$ cat src/rtl/sram_arbiter_if.sv
// Bundle between the CPU fetch/data ports, the arbiter and sram_control.
// The arbiter uses the slave modport; the CPU/SRAM environment uses master.
interface sram_arbiter_if;
  logic        if_req_i;
  logic [19:0] if_addr_i;
  logic [31:0] if_rdata_o;
  logic        if_ack_o;

  logic        dm_req_i;
  logic [3:0]  dm_op_i;
  logic [19:0] dm_addr_i;
  logic [31:0] dm_wdata_i;
  logic [31:0] dm_rdata_o;
  logic        dm_ack_o;

  logic        err_o;
  logic        if_stall_o;
  logic        dm_stall_o;

  logic [19:0] ram_addr_o;
  logic [31:0] ram_wdata_o;
  logic [3:0]  ram_op_o;
  logic [31:0] ram_rdata_i;
  logic        ram_success_i;

  modport slave (
    input  if_req_i, if_addr_i,
    output if_rdata_o, if_ack_o,
    input  dm_req_i, dm_op_i, dm_addr_i, dm_wdata_i,
    output dm_rdata_o, dm_ack_o,
    output err_o, if_stall_o, dm_stall_o,
    output ram_addr_o, ram_wdata_o, ram_op_o,
    input  ram_rdata_i, ram_success_i
  );

  modport master (
    output if_req_i, if_addr_i,
    input  if_rdata_o, if_ack_o,
    output dm_req_i, dm_op_i, dm_addr_i, dm_wdata_i,
    input  dm_rdata_o, dm_ack_o,
    input  err_o, if_stall_o, dm_stall_o,
    input  ram_addr_o, ram_wdata_o, ram_op_o,
    output ram_rdata_i, ram_success_i
  );
endinterface

$ cat src/rtl/sram_arbiter.sv
// Shares one sram_control between fetch (IF) and data (DM) ports.
// SRAM_ARB_RR_EN: round-robin on contention instead of DM priority.
module sram_arbiter #(
  parameter logic [3:0] IF_OP   = 4'b0001,
  parameter int         TIMEOUT = 15,
  parameter int         CNT_W   = 8
) (
  input logic         clk50,
  input logic         rst_n,
  sram_arbiter_if.slave bus
);

  localparam logic [1:0] IDLE = 2'd0;
  localparam logic [1:0] BUSY = 2'd1;
  localparam logic [1:0] GAP  = 2'd2;

  logic [1:0]       state;
  logic [CNT_W-1:0] cnt;
  logic             grant_dm;
  logic             pick_dm;
  logic             pick_if;
  logic             timeout;

  logic [3:0]  ram_op;
  logic [19:0] ram_addr;
  logic [31:0] ram_wdata;
  logic [31:0] if_rdata;
  logic [31:0] dm_rdata;
  logic        if_ack;
  logic        dm_ack;
  logic        err;

`ifdef SRAM_ARB_RR_EN
  logic last_dm;

  always_comb begin
    pick_dm = bus.dm_req_i & ~(bus.if_req_i & last_dm);
    pick_if = bus.if_req_i & ~pick_dm;
  end
`else
  always_comb begin
    pick_dm = bus.dm_req_i;
    pick_if = bus.if_req_i & ~pick_dm;
  end
`endif

  assign timeout = (cnt == CNT_W'(TIMEOUT - 1));

  assign bus.ram_op_o    = ram_op;
  assign bus.ram_addr_o  = ram_addr;
  assign bus.ram_wdata_o = ram_wdata;
  assign bus.if_rdata_o  = if_rdata;
  assign bus.dm_rdata_o  = dm_rdata;
  assign bus.if_ack_o    = if_ack;
  assign bus.dm_ack_o    = dm_ack;
  assign bus.err_o       = err;
  assign bus.if_stall_o  = bus.if_req_i & ~if_ack;
  assign bus.dm_stall_o  = bus.dm_req_i & ~dm_ack;

  always_ff @(posedge clk50 or negedge rst_n) begin
    if (!rst_n) begin
      state     <= IDLE;
      cnt       <= '0;
      grant_dm  <= 1'b0;
      ram_op    <= 4'd0;
      ram_addr  <= 20'd0;
      ram_wdata <= 32'd0;
      if_rdata  <= 32'd0;
      dm_rdata  <= 32'd0;
      if_ack    <= 1'b0;
      dm_ack    <= 1'b0;
      err       <= 1'b0;
`ifdef SRAM_ARB_RR_EN
      last_dm   <= 1'b0;
`endif
    end else begin
      if_ack <= 1'b0;
      dm_ack <= 1'b0;
      err    <= 1'b0;
      unique case (state)
        IDLE: begin
          ram_op <= 4'd0;
          cnt    <= '0;
          unique case (1'b1)
            pick_dm: begin
              ram_op    <= bus.dm_op_i;
              ram_addr  <= bus.dm_addr_i;
              ram_wdata <= bus.dm_wdata_i;
              grant_dm  <= 1'b1;
              state     <= BUSY;
`ifdef SRAM_ARB_RR_EN
              last_dm   <= 1'b1;
`endif
            end
            pick_if: begin
              ram_op    <= IF_OP;
              ram_addr  <= bus.if_addr_i;
              ram_wdata <= 32'd0;
              grant_dm  <= 1'b0;
              state     <= BUSY;
`ifdef SRAM_ARB_RR_EN
              last_dm   <= 1'b0;
`endif
            end
            default: ;
          endcase
        end
        BUSY: begin
          if (bus.ram_success_i || timeout) begin
            // an aborted transaction still acks, but with zeroed data
            if (grant_dm) begin
              dm_rdata <= bus.ram_success_i ? bus.ram_rdata_i : 32'd0;
              dm_ack   <= 1'b1;
            end else begin
              if_rdata <= bus.ram_success_i ? bus.ram_rdata_i : 32'd0;
              if_ack   <= 1'b1;
            end
            err    <= ~bus.ram_success_i;
            ram_op <= 4'd0;
            cnt    <= '0;
            state  <= GAP;
          end else begin
            cnt <= cnt + CNT_W'(1);
          end
        end
        GAP: begin
          cnt   <= '0;
          state <= IDLE;
        end
        default: state <= IDLE;
      endcase
    end
  end

endmodule
$ cat src/flat_wrapper.sv
// flat-port wrapper written by rule: the top's interface ports become plain ports
module sram_arbiter_flat 
#(
  parameter logic [3:0] IF_OP   = 4'b0001,
  parameter int         TIMEOUT = 15,
  parameter int         CNT_W   = 8
)
  (clk50, rst_n, bus_if_req_i, bus_if_addr_i, bus_if_rdata_o, bus_if_ack_o, bus_dm_req_i, bus_dm_op_i, bus_dm_addr_i, bus_dm_wdata_i, bus_dm_rdata_o, bus_dm_ack_o, bus_err_o, bus_if_stall_o, bus_dm_stall_o, bus_ram_addr_o, bus_ram_wdata_o, bus_ram_op_o, bus_ram_rdata_i, bus_ram_success_i);
  sram_arbiter_if bus_i ();
  input logic clk50;
  input logic rst_n;
  input wire logic [$bits(bus_i.if_req_i)-1:0] bus_if_req_i;
  input wire logic [$bits(bus_i.if_addr_i)-1:0] bus_if_addr_i;
  output wire logic [$bits(bus_i.if_rdata_o)-1:0] bus_if_rdata_o;
  output wire logic [$bits(bus_i.if_ack_o)-1:0] bus_if_ack_o;
  input wire logic [$bits(bus_i.dm_req_i)-1:0] bus_dm_req_i;
  input wire logic [$bits(bus_i.dm_op_i)-1:0] bus_dm_op_i;
  input wire logic [$bits(bus_i.dm_addr_i)-1:0] bus_dm_addr_i;
  input wire logic [$bits(bus_i.dm_wdata_i)-1:0] bus_dm_wdata_i;
  output wire logic [$bits(bus_i.dm_rdata_o)-1:0] bus_dm_rdata_o;
  output wire logic [$bits(bus_i.dm_ack_o)-1:0] bus_dm_ack_o;
  output wire logic [$bits(bus_i.err_o)-1:0] bus_err_o;
  output wire logic [$bits(bus_i.if_stall_o)-1:0] bus_if_stall_o;
  output wire logic [$bits(bus_i.dm_stall_o)-1:0] bus_dm_stall_o;
  output wire logic [$bits(bus_i.ram_addr_o)-1:0] bus_ram_addr_o;
  output wire logic [$bits(bus_i.ram_wdata_o)-1:0] bus_ram_wdata_o;
  output wire logic [$bits(bus_i.ram_op_o)-1:0] bus_ram_op_o;
  input wire logic [$bits(bus_i.ram_rdata_i)-1:0] bus_ram_rdata_i;
  input wire logic [$bits(bus_i.ram_success_i)-1:0] bus_ram_success_i;
  assign bus_i.if_req_i = bus_if_req_i;
  assign bus_i.if_addr_i = bus_if_addr_i;
  assign bus_if_rdata_o = bus_i.if_rdata_o;
  assign bus_if_ack_o = bus_i.if_ack_o;
  assign bus_i.dm_req_i = bus_dm_req_i;
  assign bus_i.dm_op_i = bus_dm_op_i;
  assign bus_i.dm_addr_i = bus_dm_addr_i;
  assign bus_i.dm_wdata_i = bus_dm_wdata_i;
  assign bus_dm_rdata_o = bus_i.dm_rdata_o;
  assign bus_dm_ack_o = bus_i.dm_ack_o;
  assign bus_err_o = bus_i.err_o;
  assign bus_if_stall_o = bus_i.if_stall_o;
  assign bus_dm_stall_o = bus_i.dm_stall_o;
  assign bus_ram_addr_o = bus_i.ram_addr_o;
  assign bus_ram_wdata_o = bus_i.ram_wdata_o;
  assign bus_ram_op_o = bus_i.ram_op_o;
  assign bus_i.ram_rdata_i = bus_ram_rdata_i;
  assign bus_i.ram_success_i = bus_ram_success_i;
  sram_arbiter #(.IF_OP(IF_OP), .TIMEOUT(TIMEOUT), .CNT_W(CNT_W)) u_core (.clk50(clk50), .rst_n(rst_n), .bus(bus_i));
endmodule
$ cat config.mk
export PLATFORM = sky130hd
export DESIGN_NAME = sram_arbiter_flat
export DESIGN_NICKNAME = d
export VERILOG_FILES = /design/src/rtl/sram_arbiter_if.sv /design/src/rtl/sram_arbiter.sv /design/src/flat_wrapper.sv
export SDC_FILE = /design/constraint.sdc
export NUM_CORES = 1
export LEC_CHECK = 0
export CORE_MARGIN = 1.5
export CORE_UTILIZATION = 43
export CTS_BUF_LIST = sky130_fd_sc_hd__clkbuf_4 sky130_fd_sc_hd__clkbuf_8
export CTS_CLUSTER_DIAMETER = 60
export DETAILED_ROUTE_END_ITERATION = 16
export GPL_ROUTABILITY_DRIVEN = 0
export GPL_TIMING_DRIVEN = 0
export HOLD_SLACK_MARGIN = 0.1
export PLACE_DENSITY = 0.83
export SLEW_MARGIN = 10
export SYNTH_ARGS = -nofsm -noshare
export SYNTH_HDL_FRONTEND = slang
export SYNTH_SLANG_ARGS = --single-unit
$ cat constraint.sdc
create_clock -name clk50 -period 2.1 [get_ports clk50]
set_input_delay 0.315 -clock clk50 [delete_from_list [all_inputs] [get_ports clk50]]
set_output_delay 0.315 -clock clk50 [all_outputs]
set_load 0.05 [all_outputs]
==> results of run 1 <==
## flip-flops by register name, summed over array words and instances (netlist names), 2 cells and up
| register | cells |
|---|---|
| u_core.state | 2 |
| u_core.cnt | 8 |
| u_core.bus.ram_wdata_o | 32 |
| u_core.bus.dm_rdata_o | 32 |
| u_core.bus.ram_addr_o | 20 |
| u_core.bus.if_rdata_o | 32 |
| u_core.bus.ram_op_o | 4 |
## routing by layer
layer	global-route usage, %	vias up	routed length [um]
li1	-	2066	-
met1	30.9	2252	6390
met2	44.6	203	8140
met3	10.3	30	1610
met4	9.75	0	370
met5	0	-	0
## placed cells by master, fill, tap and decap left out, types with 3 or more instances in the layout
cell type | Yosys | final
nand2_1 | 42 | 42
nor3_1 | 4 | 4
a32o_1 | 42 | 42
inv_1 | 5 | 5
o2bb2ai_1 | 23 | 23
clkbuf_4 | 0 | 4
nor2b_1 | 5 | 5
a22o_1 | 34 | 34
nand3_1 | 3 | 3
dfrtp_1 | 134 | 134
o22ai_1 | 18 | 18
clkinv_2 | 0 | 4
clkbuf_1 | 14 | 14
clkdlybuf4s50_1 | 0 | 234
bufinv_16 | 0 | 5
o21ai_0 | 26 | 26
clkbuf_8 | 0 | 17
a21o_1 | 5 | 5
buf_2 | 19 | 19
nor2_1 | 4 | 4
## area by class of cell
type / instances / area share [%]
sequential: 134 / 40.8
timing repair buffer: 239 / 29.3
multi-input combinational: 231 / 20.1
clock buffer: 21 / 3.21
clock inverter: 10 / 2.18
tap: 143 / 2.18
buffer: 35 / 1.98
inverter: 5 / 0.228
## cell families after synthesis
| kind of cell | count (synthesis) |
|---|---|
| compound gates | 155 |
| flops | 134 |
| simple gates | 70 |
| buf+inv | 40 |
| xor+xnor | 2 |
| mux | 2 |
| fa+ha+maj | 2 |
## stage by stage
stage	instances	util [%]	cell area, um2	setup TNS [ns]
2_1_floorplan	405	-	5190	0
3_3_place_gp	785	66.6	7740	-581.94
3_5_place_dp	786	66.9	7770	-1.13
4_1_cts	818	70.8	8220	0
5_1_grt	818	70.8	8220	0
6_report	818	70.8	8220	0
## power by group through the flow
stage / logic, mW / registers (mW) / clock network, mW
after floorplan: 1.79 / 7.84 / 0
after global routing: 8.80 / 4.44 / 2.57
after detailed placement: 8.45 / 4.32 / 0
after global placement: 8.31 / 4.28 / 0
after CTS: 8.49 / 4.31 / 2.47
final: 8.43 / 4.32 / 2.43
## path summary, 6_finish.rpt
kind,start,end,slack (ns),cells past startpoint
max,u_core.bus.dm_rdata_o[12]$_DFFE_PN0P_,bus_dm_rdata_o[12],0.10,1
min,rst_n,u_core.bus.if_rdata_o[1]$_DFFE_PN0P_,0.36,2
max reg2reg,u_core.cnt[0]$_DFFE_PN0P_,u_core.bus.dm_rdata_o[23]$_DFFE_PN0P_,0.19,7
min reg2reg,u_core.bus.ram_addr_o[10]$_DFFE_PN0P_,u_core.bus.ram_addr_o[10]$_DFFE_PN0P_,0.49,2
max in group asynchronous,rst_n,u_core.bus.ram_wdata_o[8]$_DFFE_PN0P_,0.97,3
min in group clk50,bus_ram_rdata_i[5],u_core.bus.if_rdata_o[5]$_DFFE_PN0P_,0.44,3
## repair_timing
item	CTS	global route
resized for setup	2	0
hold buffers	1	0
hold endpoints to repair	49	0
setup endpoints to repair	2	0
==> results.md, run 1 <==
Run status:
- The run finished with clean final reports.

Routing:
- The total wirelength of the detailed-routed design is ~17,000 um.
- The vias per cell is 5.56.
- The detailed-router iteration count before antenna repair is 5.
- The count of nets left with antenna violations once routing finished came out at 0.
- The detailed-route wire length per cell is between 20 and 25 um.
- Summing over every cut layer, the via total after detailed routing is 4,551.
- After the first detailed-routing iteration, the DRC count stood at 272.
- After detailed routing, the number of remaining DRC violations is 0.

Critical path:
- The worst endpoint required time is 1.78 ns.
- Counting both buffers and inverters, the worst setup path holds a total of 1.
- STA classifies the critical path startpoint as a flop.
- The largest fanout on the critical path is 2.
- In this design, the largest share of critical-path delay is due to buffers and inverters.
- Walking the worst path, the cells encountered are clkdlybuf4s50_1.
- Data arrives at the worst endpoint at ~1.7 ns.
- The class of the most critical setup path is flop to output port.
- The slowest cell on the critical path is clkdlybuf4s50_1.
- STA classifies the critical path endpoint as an output port.
- The largest single stage delay on the critical path is 0.83 ns.

Clocking:
- The number of post-CTS setup repair buffers is 0.
- The count of H-tree levels built during CTS is 4.
- The CTS sink count is 134.
- CTS placed an instance of clkbuf_8 at the clock tree root.
- The clock transition at the registers of the reported paths is 0.07 ns.
- The TritonCTS clock tree is yes.
- The maximum number of buffers from clock root to sink is 2.
- Clock latency on the worst-skew pair, taken at its later pin, is 0.46 ns.
- Buffers inserted during clock tree synthesis total 17.

Synth:
- For this run, the leading register cell type out of synthesis is dfrtp_1.
- In the synthesized netlist, the number of instances is 405.
- The average cell area after synthesis is ~13 um2.
- After synthesis, the share of cell area in mux cells is 0.386%.
- The async set-reset flop share out of synthesis is 100%.
- The share of the Yosys chip area taken by registers is 64.6%.
- The cell type contributing the most total cell area after synthesis is dfrtp_1.
- The commonest cells after synthesis are dfrtp_1, a32o_1, nand2_1.
- The cell area after synthesis is ~5200 um2.
- After synthesis, the largest family of logic cells by area is compound AO/OA/AOI/OAI gates.
- Ranked by total cell area, the synthesized netlist is headed by dfrtp_1, a32o_1, a22o_1, o2bb2ai_1, nand2_1.
- Of the total synthesized cell area, the portion taken by AND, OR, NAND and NOR gates is 6.58%.
- The compound-gate portion of the synthesized area is 24.1%.
- In this run, synthesis produced a sequential element count of ~130.
- The synthesized net count is 520.
- The count of flip-flops with a built-in enable after synthesis is 0.
- Among all cell types in the netlist, the one instantiated most often is dfrtp_1.
- Counting distinct cell types in the post-synthesis netlist gives 36.
- The xor/xnor cell area share of the yosys netlist is 0.338%.
- During synthesis, Yosys emitted a total of 0 warnings.
- The proportion of netlist area held by the largest area contributor is 64.6%.
- The synthesized-area fraction occupied by adder cells is 0.482%.

Power:
- The switching power share of the total is 47.6%.
- In this run the power density over the cells is 1850 nW/um2.
- Summing internal, switching and leakage power gives 15.2 mW.
- For this design the total switching power over the nets is between 7 and 8 mW.
- The share of total power in combinational logic is between 50% and 60%.
- The share of total power dissipated in sequential elements is 28.4%.
- Internal power comes to 7.96 mW.
- The clock network burns 16.0% of the power.
- The reported leakage power is 3.54 nW.
- The largest vdd supply drop is 0.00126 V.

Finish:
- The area added between synthesis and finish is 58.4%.
- In the final layout, flip-flops and latches occupy between 3000 and 4000 um2.
- The number of filler instances in the final layout is 831.
- In the final layout, the share of cells above drive strength 1 is 8.59%.
- The total number of nets in the final design is 778.
- The number of antenna diodes in the final layout is 0.
- The multi-input combinational cells in the finished layout cover a total of ~1700 um2.

Global route:
- The first-pass GRT wire length is 25,800 um.
- The number of global-route vias before repair was 4,827.
- The combined global-route utilization of all metal layers is between 20% and 30%.
- The initial antenna violation count is 0.
- The remaining global-route overflow is 0.
- Entering global routing, the biggest net connects between 80 and 90 pins.

Place:
- Timing analysis after detailed placement gives a worst setup slack of -0.132 ns.
- The count of buffers inserted at the top-level ports is ~240.
- The HPWL after detailed placement is 11,800 um.

Die:
- The area inside the core boundary is roughly 12,000 um2.
- The floorplan die height is 113 um.
- Row generation in the floorplan step produced 39 rows.
- The number of placed I/O pins is 238.
- The die covers ~13,000 um2.
- The initial core utilization is 44.7%.
- The die is 113 um wide.

Timing:
- Across the routed clock network, the largest skew measured is 0.0119 ns.
- The total of endpoints with negative setup slack in the final report is 0.
- The hold violation count in the final report is 0.
- The worst hold slack after final layout is 0.364 ns.
- The max-slew violation count is 0.
- Setup repair after global routing left no endpoint under its margin.
- The final period demand of the worst path is roughly 2.0 ns.
- Headroom to the max-slew limit came out at 61.2%.
- Derived from the worst setup path, the maximum achievable clock frequency is roughly 0.5 GHz.
- The transition time at the pin with the least slew margin is approximately 0.58 ns.
- The worst path uses 95.2% of the clock period.
- The post-route worst setup slack is 0.102 ns.

Min path:
- In this run the worst hold path is classified as input port to async pin.

Run:
- The number of maximum-capacitance violations is 0.
(Power assumes the default switching activity.)
==> run 2: changes to the inputs <==
--- a/config.mk
+++ b/config.mk
@@ -5,14 +5,14 @@
 export SDC_FILE = /design/constraint.sdc
 export NUM_CORES = 1
 export LEC_CHECK = 0
-export CORE_MARGIN = 1.5
+export CORE_ASPECT_RATIO = 1.4
+export CORE_MARGIN = 3
 export CORE_UTILIZATION = 43
 export CTS_BUF_LIST = sky130_fd_sc_hd__clkbuf_4 sky130_fd_sc_hd__clkbuf_8
 export CTS_CLUSTER_DIAMETER = 60
 export DETAILED_ROUTE_END_ITERATION = 16
 export GPL_ROUTABILITY_DRIVEN = 0
 export GPL_TIMING_DRIVEN = 0
-export HOLD_SLACK_MARGIN = 0.1
 export PLACE_DENSITY = 0.83
 export SLEW_MARGIN = 10
 export SYNTH_ARGS = -nofsm -noshare
==> run 2 against run 1 <==
Net effect: flip-flop and latch count stayed put; final cell count grew 0.24%; utilization rose by 0.63 points; combinational power is essentially flat; register-to-register slack gained 0.03 ns; critical path type unchanged; critical path depth unchanged; hold slack worse by 0.026 ns; non-clock buffer count unchanged; via count is 0.40% higher; wire length fell by 0.23%; clock power rose by 6%.
==> results.md, run 2 (same netlist as run 1, synthesis figures left out) <==
Routing:
- The total wirelength of the detailed-routed design is 16,500 um.
- In this run, the number of DRC markers left after iteration 0 of detailed routing was 152.
- For this block, the via count after detailed routing is 4,569.
- For this block, wires on met1 add up to 6060 um.
- In the routed design, unresolved DRC markers number 0.
- Wire segments on met3 add up to 1090 um in the final route.
- The vias per cell is around 5.6.
- The post-detailed-route count of antenna-violating nets is 0.
- The detailed router used layers up to and including met4.
- In the detailed route, the total length drawn on met2 is 8740 um.
- Before antenna repair, the detailed router went through 4 iterations.
- The detailed-route wire length per cell is 20.1 um.

Place:
- In this run the tool buffered the top-level ports with between 200 and 250 buffer cells.
- Summing all placed instances gives a cell area of about 7800 um2.
- Once detailed placement completed, the half-perimeter wirelength came to 12,500 um.
- Once placement completed, the tool counted placed cells totaling 787.

Die:
- The area of the die is 13,400 um2.
- The initial core utilization is 44.9%.
- The floorplan die height is 136 um.
- The number of placed I/O pins is 238.
- The floorplan step set the die width to 98.8 um.
- After floorplanning, the core was divided into 46 placement rows.
- The area inside the core boundary is between 10,000 and 15,000 um2.

Timing:
- The timing-limited maximum frequency is 0.507 GHz.
- The post-route fraction of the period consumed by the critical path is 94.0%.
- The worst pin sits at a relative slew slack of 62.4%.
- The worst path needs 1.97 ns of the cycle, external delays included.
- Setup repair after global routing left no endpoint under its margin.
- The final setup skew is roughly 0.010 ns.
- Across all hold checks on the routed design, the worst slack comes to about 0.34 ns.
- The transition time at the pin with the least slew margin is about 0.56 ns.
- The hold violation count in the final report was 0.
- The max-slew violation count is 0.
- The total of endpoints with negative setup slack in the final report is 0.

Global route:
- The first global-routing pass estimated 26,000 um of wire.
- The initial antenna violation count is 0.
- For this run, the total global-route usage over all layers was measured as 24.9%.
- The remaining global-route overflow is 0.
- The number of global-route vias before repair is 4,815.
- The pin count of the biggest net entering global routing is 95.

Finish:
- Leaving out fill and tap cells, the most frequent cells in the layout are clkdlybuf4s50_1, dfrtp_1, nand2_1, a32o_1, a22o_1.
- With fillers left out, the area of the finished cells amounts to 8260 um2.
- From synthesis to final layout, the design area changed by 59.2%.
- The count of cells in the finished layout, fillers not included, comes to 820.
- Measured on the finished design, the core utilization comes to a little under three quarters.
- The most frequent standard cell in the layout excluding fill and tap cells is clkdlybuf4s50_1.
- The post-route netlist has a little under 9% of its cells at a drive strength greater than 1.
- In the final design database the tool counted slightly below 800 nets.
- The number of antenna diodes in the final layout is 0.

Power:
- The largest vdd supply drop is 0.00124 V.
- Total power for the finished layout comes to 15.3 mW.
- The reported leakage power is about 3.5 nW.
- The ratio of total power to cell area is roughly 1900 nW/um2.

Critical path:
- The startpoint of the lowest-slack register-to-register path is u_core.cnt[0]$_DFFE_PN0P_.
- The highest cell delay on the worst timing path is 0.83 ns.
- STA classifies the critical path startpoint as a flop.
- The slack of the worst reg-to-reg path is 0.22 ns.
- The type of destination of the critical path is an output port.
- The class of the most critical setup path is flop to output port.
- The endpoint identified for the worst register-to-register timing path is u_core.bus.dm_rdata_o[19]$_DFFE_PN0P_.
- The worst path arrival time is about 1.7 ns.
- The total buffers and inverters traversed by the critical path is 1.
- Traced cell by cell, the critical path runs through clkdlybuf4s50_1.
- Among cell families on the critical path, the largest total delay comes from buffers and inverters.
- STA puts the critical path data required time at 1.78 ns.
- For the worst flop-to-flop path, the logic depth is 7.
- The largest fanout on the critical path is 2.
- The slowest stage of the critical path is the clkdlybuf4s50_1 cell.

Clocking:
- The number of buffers added by the clock tree synthesis step is 17.
- The later-pin clock latency in the skew report is 0.44 ns.
- The clock transition at the registers of the reported paths is 0.08 ns.
- The CTS sink count is 134.
- The maximum number of buffers from clock root to sink is 2.
- The number of setup buffers added after CTS is 0.
- CTS built an H-tree with a depth of 4.
- TritonCTS built the clock tree.
- Clock tree synthesis selected as its root buffer the cell clkbuf_8.

Min path:
- In this run the worst hold path is classified as input port to async pin.

Run status:
- The flow ran to the end, and the final reports show no timing, DRC or antenna violations.

Run:
- Across the run, the number of max-cap violations was 0.
run 2: cell types whose count changed in the layout (fill, tap and decap cells not counted):
cell	delta
clkinv_2	-2
inv_6	+3
bufinv_16	+1
clkinvlp_4	+2
clkbuf_4	-4
clkinv_4	+1
run 2: worst max path at each step:
| stage | from | cells after the start | end | slack, ns |
|---|---|---|---|---|
| finish | u_core.bus.ram_wdata_o[0]$_DFFE_PN0P_ | 1 | bus_ram_wdata_o[0] | 0.13 |
| global route | u_core.cnt[0]$_DFFE_PN0P_ | 7 | u_core.bus.dm_rdata_o[15]$_DFFE_PN0P_ | 0.07 |
| CTS | u_core.bus.ram_wdata_o[31]$_DFFE_PN0P_ | 1 | bus_ram_wdata_o[31] | 0.09 |
| detailed placement | bus_dm_req_i | 5 | u_core.bus.ram_addr_o[15]$_DFFE_PN0P_ | -0.11 |
| global placement | rst_n | 1 | u_core.bus.ram_wdata_o[12]$_DFFE_PN0P_ | -4.23 |
| floorplan | u_core.bus.dm_ack_o$_DFF_PN0_ | 1 | bus_dm_stall_o | 0.47 |
run 2: layout make-up:
cell class              count  area (um2)
flip-flops and latches    134        3350
multi-input cells         231        1650
clock buffers              17         234
plain buffers              35         163
clock inverters            15         249
inverters                   5        18.8
well taps                 144         180
fillers                   812        3310
repair buffers            239        2410
run 2: power breakdown:
group          total, mW  leakage, nW  internal (mW)  switching (mW)
registers           4.32         1.70           3.66           0.659
clock network       2.57        0.237           1.54            1.03
logic               8.41         1.60           2.85            5.56
run 2: metal layers:
| layer | up-vias | global-route usage (%) |
|---|---|---|
| met2 | 201 | 43.5 |
| met5 | - | 0 |
| li1 | 2063 | - |
| met1 | 2262 | 27.7 |
| met3 | 43 | 6.78 |
| met4 | 0 | 12.5 |
run 2: timing repair:
action	4_1_cts	5_1_grt
setup endpoints to repair	2	0
hold buffers	1	0
resized for setup	2	0
hold endpoints to repair	40	0
run 2: stage by stage:
stage,setup TNS [ns],setup WS (ns)
6_report,0,0.126
5_1_grt,0,0.0667
4_1_cts,0,0.0872
3_5_place_dp,-0.968,-0.115
3_3_place_gp,-565.67,-4.23
2_1_floorplan,0,0.467
==> run 3: changes to the inputs <==
--- a/config.mk
+++ b/config.mk
@@ -9,7 +9,6 @@
 export CORE_MARGIN = 3
 export CORE_UTILIZATION = 43
 export CTS_BUF_LIST = sky130_fd_sc_hd__clkbuf_4 sky130_fd_sc_hd__clkbuf_8
-export CTS_CLUSTER_DIAMETER = 60
 export DETAILED_ROUTE_END_ITERATION = 16
 export GPL_ROUTABILITY_DRIVEN = 0
 export GPL_TIMING_DRIVEN = 0
==> results of run 3 <==
No change in the layout: final DEF, timing and power equal those of run 2.
